===== src/rtl/iobus_initiator.sv =====
// iobus_initiator: drives the OTTER IOBUS from a command/response handshake,
// standing in for the MCU during bring-up.
// Optional feature: define IOBUS_INIT_RDBACK_EN to read each write back at
// the same address and flag a mismatch on rsp_err.
// Handshake rule: a transfer happens on a rising edge where valid and ready
// are both high; the source holds valid and its payload until then.
module iobus_initiator #(
   parameter int unsigned WAIT_CYCLES = 1,
   parameter int unsigned CNT_W       = 16
) (
   input  logic             clk,
   input  logic             s_reset,
   input  logic             cmd_valid,
   output logic             cmd_ready,
   input  logic             cmd_wr,
   input  logic [31:0]      cmd_addr,
   input  logic [31:0]      cmd_wdata,
   output logic             rsp_valid,
   input  logic             rsp_ready,
   output logic [31:0]      rsp_rdata,
   output logic             rsp_err,
   output logic [31:0]      IOBUS_ADDR,
   output logic [31:0]      IOBUS_OUT,
   output logic             IOBUS_WR,
   input  logic [31:0]      IOBUS_IN,
   output logic             busy,
   output logic [CNT_W-1:0] txn_count,
   output logic [2:0]       state_dbg
);

   typedef enum logic [2:0] {
      S_IDLE   = 3'd0,
      S_SETUP  = 3'd1,
      S_WRITE  = 3'd2,
      S_WAIT   = 3'd3,
      S_SAMPLE = 3'd4,
      S_RESP   = 3'd5
   } state_t;

   // WAIT lasts WAIT_CYCLES cycles: counter starts at WAIT_CYCLES-1 and the
   // state exits when it reads zero.
   localparam bit         HAS_WAIT  = (WAIT_CYCLES != 0);
   localparam logic [3:0] WAIT_LOAD = 4'((WAIT_CYCLES == 0) ? 0 : WAIT_CYCLES - 1);

   state_t     state;
   state_t     state_nx;
   logic       wr_q;
   logic [3:0] wait_cnt;
   logic       accept;
   logic       rsp_hs;

   assign accept    = (state == S_IDLE) && cmd_valid && cmd_ready;
   assign rsp_hs    = (state == S_RESP) && rsp_valid && rsp_ready;
   assign state_dbg = state;

   // State register.
   always_ff @(posedge clk) begin
      if (s_reset) state <= S_IDLE;
      else         state <= state_nx;
   end

   // Next-state decode.
   always_comb begin
      state_nx = state;
      case (state)
         S_IDLE:   if (accept) state_nx = S_SETUP;
         S_SETUP: begin
            if (wr_q)          state_nx = S_WRITE;
            else if (HAS_WAIT) state_nx = S_WAIT;
            else               state_nx = S_SAMPLE;
         end
`ifdef IOBUS_INIT_RDBACK_EN
         S_WRITE:  state_nx = HAS_WAIT ? S_WAIT : S_SAMPLE;
`else
         S_WRITE:  state_nx = S_RESP;
`endif
         S_WAIT:   if (wait_cnt == 4'd0) state_nx = S_SAMPLE;
         S_SAMPLE: state_nx = S_RESP;
         S_RESP:   if (rsp_hs) state_nx = S_IDLE;
         default:  state_nx = S_IDLE;
      endcase
   end

   // Registered outputs and datapath; strobes are decoded from the next
   // state so they line up exactly with the state they belong to.
   always_ff @(posedge clk) begin
      if (s_reset) begin
         cmd_ready  <= 1'b0;
         busy       <= 1'b0;
         rsp_valid  <= 1'b0;
         rsp_rdata  <= 32'd0;
         rsp_err    <= 1'b0;
         IOBUS_ADDR <= 32'd0;
         IOBUS_OUT  <= 32'd0;
         IOBUS_WR   <= 1'b0;
         txn_count  <= '0;
         wr_q       <= 1'b0;
         wait_cnt   <= 4'd0;
      end else begin
         cmd_ready <= (state_nx == S_IDLE);
         busy      <= (state_nx != S_IDLE);
         rsp_valid <= (state_nx == S_RESP);
         IOBUS_WR  <= (state_nx == S_WRITE);
         if (accept) begin
            wr_q       <= cmd_wr;
            IOBUS_ADDR <= cmd_addr;
            IOBUS_OUT  <= cmd_wdata;
            rsp_rdata  <= 32'd0;
            rsp_err    <= 1'b0;
         end
         if (state == S_WAIT)            wait_cnt <= wait_cnt - 4'd1;
         else if (state_nx == S_WAIT)    wait_cnt <= WAIT_LOAD;
         if (state == S_SAMPLE) begin
            rsp_rdata <= IOBUS_IN;
`ifdef IOBUS_INIT_RDBACK_EN
            rsp_err   <= wr_q && (IOBUS_IN != IOBUS_OUT);
`else
            rsp_err   <= 1'b0;
`endif
         end
         if (rsp_hs) txn_count <= txn_count + CNT_W'(1);
      end
   end

endmodule

===== config.mk =====
export PLATFORM = sky130hd
export DESIGN_NAME = iobus_initiator
export DESIGN_NICKNAME = d
export VERILOG_FILES = /design/src/rtl/iobus_initiator.sv
export SDC_FILE = /design/constraint.sdc
export NUM_CORES = 1
export LEC_CHECK = 0
export CAP_MARGIN = 10
export CORE_MARGIN = 2
export CORE_UTILIZATION = 44
export DETAILED_ROUTE_END_ITERATION = 10
export PLACE_DENSITY_LB_ADDON = 0.25
export SLEW_MARGIN = 15
export SYNTH_ARGS = -nofsm -noshare
export SYNTH_HDL_FRONTEND = slang
export SYNTH_SLANG_ARGS = --single-unit

===== constraint.sdc =====
create_clock -name clk -period 4.7 [get_ports clk]
set_input_delay 1.41 -clock clk [delete_from_list [all_inputs] [get_ports clk]]
set_output_delay 1.41 -clock clk [all_outputs]
set_load 0.1 [all_outputs]

==> report_table.html <==
<table>
<tr><th>Metric</th><th>Value</th></tr>
<tr><th colspan="2">Status</th></tr>
<tr><td>Outcome</td><td>complete, no violations</td></tr>
<tr><th colspan="2">Synth</th></tr>
<tr><td>Yosys cell types</td><td>45</td></tr>
<tr><td>Number of nets in the synthesized netlist</td><td>673</td></tr>
<tr><td>Leading post-synthesis cells by cell area</td><td>sky130_fd_sc_hd__dfxtp_1 (52%), sky130_fd_sc_hd__nand2_1 (13%), sky130_fd_sc_hd__a21oi_1 (8.0%)</td></tr>
<tr><td>Async S/R FF share, synth</td><td>0%</td></tr>
<tr><td>Predominant post-synthesis flop cell</td><td>sky130_fd_sc_hd__dfxtp_1</td></tr>
<tr><td>Sequential share of the synthesized area</td><td>52.10%</td></tr>
<tr><td>Total number of yosys warnings</td><td>0</td></tr>
<tr><td>Cell type with the highest aggregate area in the netlist</td><td>sky130_fd_sc_hd__dfxtp_1</td></tr>
<tr><td>Synthesis-stage register bit count</td><td>124</td></tr>
<tr><td>Count of flip-flops with a built-in enable after synthesis</td><td>0</td></tr>
<tr><td>Total standard cell area after synthesis</td><td>4765 sq um</td></tr>
<tr><td>Area share of the largest cell type after synthesis</td><td>52.10%</td></tr>
<tr><td>Synthesized netlist cell count</td><td>569</td></tr>
<tr><td>Avg Synthesized Cell Area</td><td>8.374 sq um</td></tr>
<tr><th colspan="2">Worst setup path</th></tr>
<tr><td>Worst stage delay on the critical path</td><td>1250 ps</td></tr>
<tr><td>Setup slack of the most critical reg-to-reg path</td><td>2560 ps</td></tr>
<tr><td>Sort of element at the start of the critical path</td><td>flop</td></tr>
<tr><td>Req. time, crit path</td><td>3290 ps</td></tr>
<tr><td>Critical Path End Type</td><td>primary output</td></tr>
<tr><td>Worst-path cell with the longest stage delay</td><td>sky130_fd_sc_hd__clkdlybuf4s50_1</td></tr>
<tr><td>Combined buffer and inverter count along the critical path</td><td>1</td></tr>
<tr><td>Cell breakdown of the critical path</td><td>clkdlybuf4s50_1</td></tr>
<tr><td>Path type of the worst setup path</td><td>reg -&gt; out</td></tr>
<tr><td>Largest driver fanout on the critical path</td><td>17</td></tr>
<tr><td>Kind of cell adding the most delay to the critical path</td><td>buffers and inverters</td></tr>
<tr><td>WP data arrival</td><td>2370 ps</td></tr>
<tr><th colspan="2">Detailed routing</th></tr>
<tr><td>Post-route antenna net violation count</td><td>0</td></tr>
<tr><td>Aggregate routed wire length</td><td>13.52 mm</td></tr>
<tr><td>Detailed-route via count</td><td>4652</td></tr>
<tr><td>Post-DR wirelength/cell</td><td>14.72 um</td></tr>
<tr><td>Remaining DRCs</td><td>0</td></tr>
<tr><td>DRC marker count from the first detailed-route iteration</td><td>279</td></tr>
<tr><td>Via density</td><td>5.068</td></tr>
<tr><td>Drt first pass iters</td><td>4</td></tr>
<tr><th colspan="2">Timing</th></tr>
<tr><td>Shortest period the worst path allows</td><td>3783 ps</td></tr>
<tr><td>Max-slew violation count</td><td>0</td></tr>
<tr><td>Remaining max-slew budget at the tightest pin</td><td>30.30%</td></tr>
<tr><td>RSZ-0062 raised after global routing</td><td>no</td></tr>
<tr><td>Hold Fails Final Rpt</td><td>0</td></tr>
<tr><td>Final period util</td><td>80.48%</td></tr>
<tr><td>Sum of negative setup slack</td><td>0 ps</td></tr>
<tr><td>Pin slew with the least headroom to its limit</td><td>1042 ps</td></tr>
<tr><td>Max frequency</td><td>0.2644 GHz</td></tr>
<tr><td>Clock Skew</td><td>4.229 ps</td></tr>
<tr><td>Number of endpoints failing setup at the final stage</td><td>0</td></tr>
<tr><th colspan="2">Floorplanning</th></tr>
<tr><td>Placeable core region</td><td>10420 sq um</td></tr>
<tr><td>Standard-cell row count</td><td>37</td></tr>
<tr><td>Ports</td><td>221</td></tr>
<tr><td>Height of the die</td><td>108.1 um</td></tr>
<tr><td>Full die area</td><td>11680 sq um</td></tr>
<tr><td>Initial core utilization</td><td>45.74%</td></tr>
<tr><td>Chip Width</td><td>108.1 um</td></tr>
<tr><th colspan="2">Layout</th></tr>
<tr><td>Most frequent cells in the layout</td><td>sky130_fd_sc_hd__clkdlybuf4s50_1 (218), sky130_fd_sc_hd__nand2_1 (168), sky130_fd_sc_hd__dfxtp_1 (124), sky130_fd_sc_hd__a21oi_1 (76), sky130_fd_sc_hd__nor2_1 (51)</td></tr>
<tr><td>Number of nets at the end of the flow</td><td>873</td></tr>
<tr><td>Growth of design area from synthesis to finish</td><td>58.40%</td></tr>
<tr><td>Util after Layout</td><td>72.46%</td></tr>
<tr><td>Most frequent standard cell in the layout excluding fill and tap cells</td><td>sky130_fd_sc_hd__clkdlybuf4s50_1</td></tr>
<tr><td>Layout cells sized above 1</td><td>6.522%</td></tr>
<tr><td>Diodes inserted</td><td>0</td></tr>
<tr><td>Count of filler cells inserted in the layout</td><td>802</td></tr>
<tr><th colspan="2">Global routing</th></tr>
<tr><td>Pin count of the biggest net entering global routing</td><td>96</td></tr>
<tr><td>Wire length of the first global-routing pass</td><td>21.04 mm</td></tr>
<tr><td>Congestion Overflow GR</td><td>0</td></tr>
<tr><td>Overall routing resource usage</td><td>22.91%</td></tr>
<tr><td>Number of antenna violations at the first check in global routing</td><td>0</td></tr>
<tr><td>Vias in the first global route</td><td>4375</td></tr>
<tr><th colspan="2">Hold path</th></tr>
<tr><td>Hold Crit Class</td><td>reg -&gt; reg</td></tr>
<tr><th colspan="2">Clock network</th></tr>
<tr><td>Clock-pin slew on the worst setup and hold paths</td><td>60 ps</td></tr>
<tr><td>Number of hold buffers added after cts</td><td>0</td></tr>
<tr><td>Depth of the CTS H-tree</td><td>4</td></tr>
<tr><td>Clock buffers created by TritonCTS</td><td>17</td></tr>
<tr><td>Number of clock sinks</td><td>124</td></tr>
<tr><td>Clk Latency, worst-skew pair</td><td>520 ps</td></tr>
<tr><td>Root buffer cell</td><td>sky130_fd_sc_hd__clkbuf_8</td></tr>
<tr><td>Bufs on Longest Clock Path</td><td>2</td></tr>
<tr><td>Clock tree from TritonCTS</td><td>done</td></tr>
<tr><td>Post-CTS setup repair buffer count</td><td>0</td></tr>
<tr><td>Quantity of gates resized following cts</td><td>0</td></tr>
<tr><th colspan="2">Power and ir drop</th></tr>
<tr><td>Leakage power figure</td><td>0.002732 uW</td></tr>
<tr><td>IR drop worst, VDD</td><td>0.0003772 V</td></tr>
<tr><td>Areal power density over the cells</td><td>580.7 nW/um^2</td></tr>
<tr><th colspan="2">Placement</th></tr>
<tr><td>Count of buffers inserted at the top-level ports</td><td>219</td></tr>
<tr><td>Final GP Congestion</td><td>0.7857</td></tr>
<tr><td>Half-perimeter wire length of the detailed placement result</td><td>9.125 mm</td></tr>
<tr><th colspan="2">Job</th></tr>
<tr><td>Count of max-cap constraint violations</td><td>0</td></tr>
</table>
-- final cells by class --
cell class	instances	area [sq um]	area share, %
sequential	124	2482	32.89
timing repair buffer	223	2232	29.58
multi-input combinational	400	2044	27.09
clock buffer	19	441.7	5.852
tap	136	170.2	2.255
clock inverter	13	165.2	2.188
inverter	3	11.26	0.1492
-- flip-flops by register name (all words and copies together) (netlist names) --
register / count
state_dbg: 3
busy: 1
txn_count: 16
IOBUS_ADDR: 32
IOBUS_OUT: 32
IOBUS_WR: 1
wr_q: 1
rsp_valid: 1
cmd_ready: 1
wait_cnt: 4
rsp_rdata: 32
-- synth_stat cells, drive strengths merged (3+ instances only) --
cell type / count
nor2: 52
xnor2: 6
nand3: 5
nand2: 169
a21oi: 76
ha: 3
clkbuf: 19
buf: 23
o21ai: 4
dfxtp: 124
xor2: 4
nand2b: 3
nor3b: 3
nand4: 7
inv: 3
a2bb2oi: 32
nor3: 4
-- through the flow --
step / setup WS (ps) / power (uW) / hold WS (ps) / instances / cell area (sq um)
2_1_floorplan: 2267 / 2671 / 436.8 / 569 / 4765
3_3_place_gp: 1425 / 3068 / 440.8 / 886 / 6940
3_5_place_dp: 1391 / 3090 / 445.5 / 886 / 6940
4_1_cts: 908.0 / 4410 / 453.5 / 918 / 7547
5_1_grt: 819.2 / 4556 / 466.5 / 918 / 7547
6_report: 917.4 / 4383 / 451.5 / 918 / 7547
-- report_power, final --
group	switching (uW)	internal [uW]
clock network	476	838
logic	1330	466
registers	84.5	1190
-- cell families after synthesis --
kind of cell / after synthesis / share of synthesized area [%]
AND/OR/NAND/NOR: 264 / 24.13
flip-flops: 124 / 52.10
AO/OA/AOI/OAI: 122 / 15.94
buffers and inverters: 45 / 5.121
XOR/XNOR: 10 / 1.838
adder cells (fa/ha/maj): 3 / 0.7879
other: 1 / 0.07871
-- routing by layer --
layer  routed length, um  vias to the layer above  global-route usage (%)  share of wire, %
met4                 465                        0                   11.54               3.4
li1                    -                     2311                       -                 -
met1                5299                     2152                   25.50                39
met2                6710                      155                   38.59                50
met3                1041                       34                   8.318               7.7
met5                   0                        -                       0                 0
-- path summary, 6_finish.rpt --
kind	start	to	cells past startpoint
worst max-delay path	state_dbg[1]	state_dbg[1]	1
worst min-delay path	IOBUS_ADDR[28]	IOBUS_ADDR[28]	2
worst max register to register	state_dbg[0]	rsp_rdata[19]	5
worst min register to register	IOBUS_ADDR[28]	IOBUS_ADDR[28]	2
No activity file was read; power rests on OpenSTA's default activity.
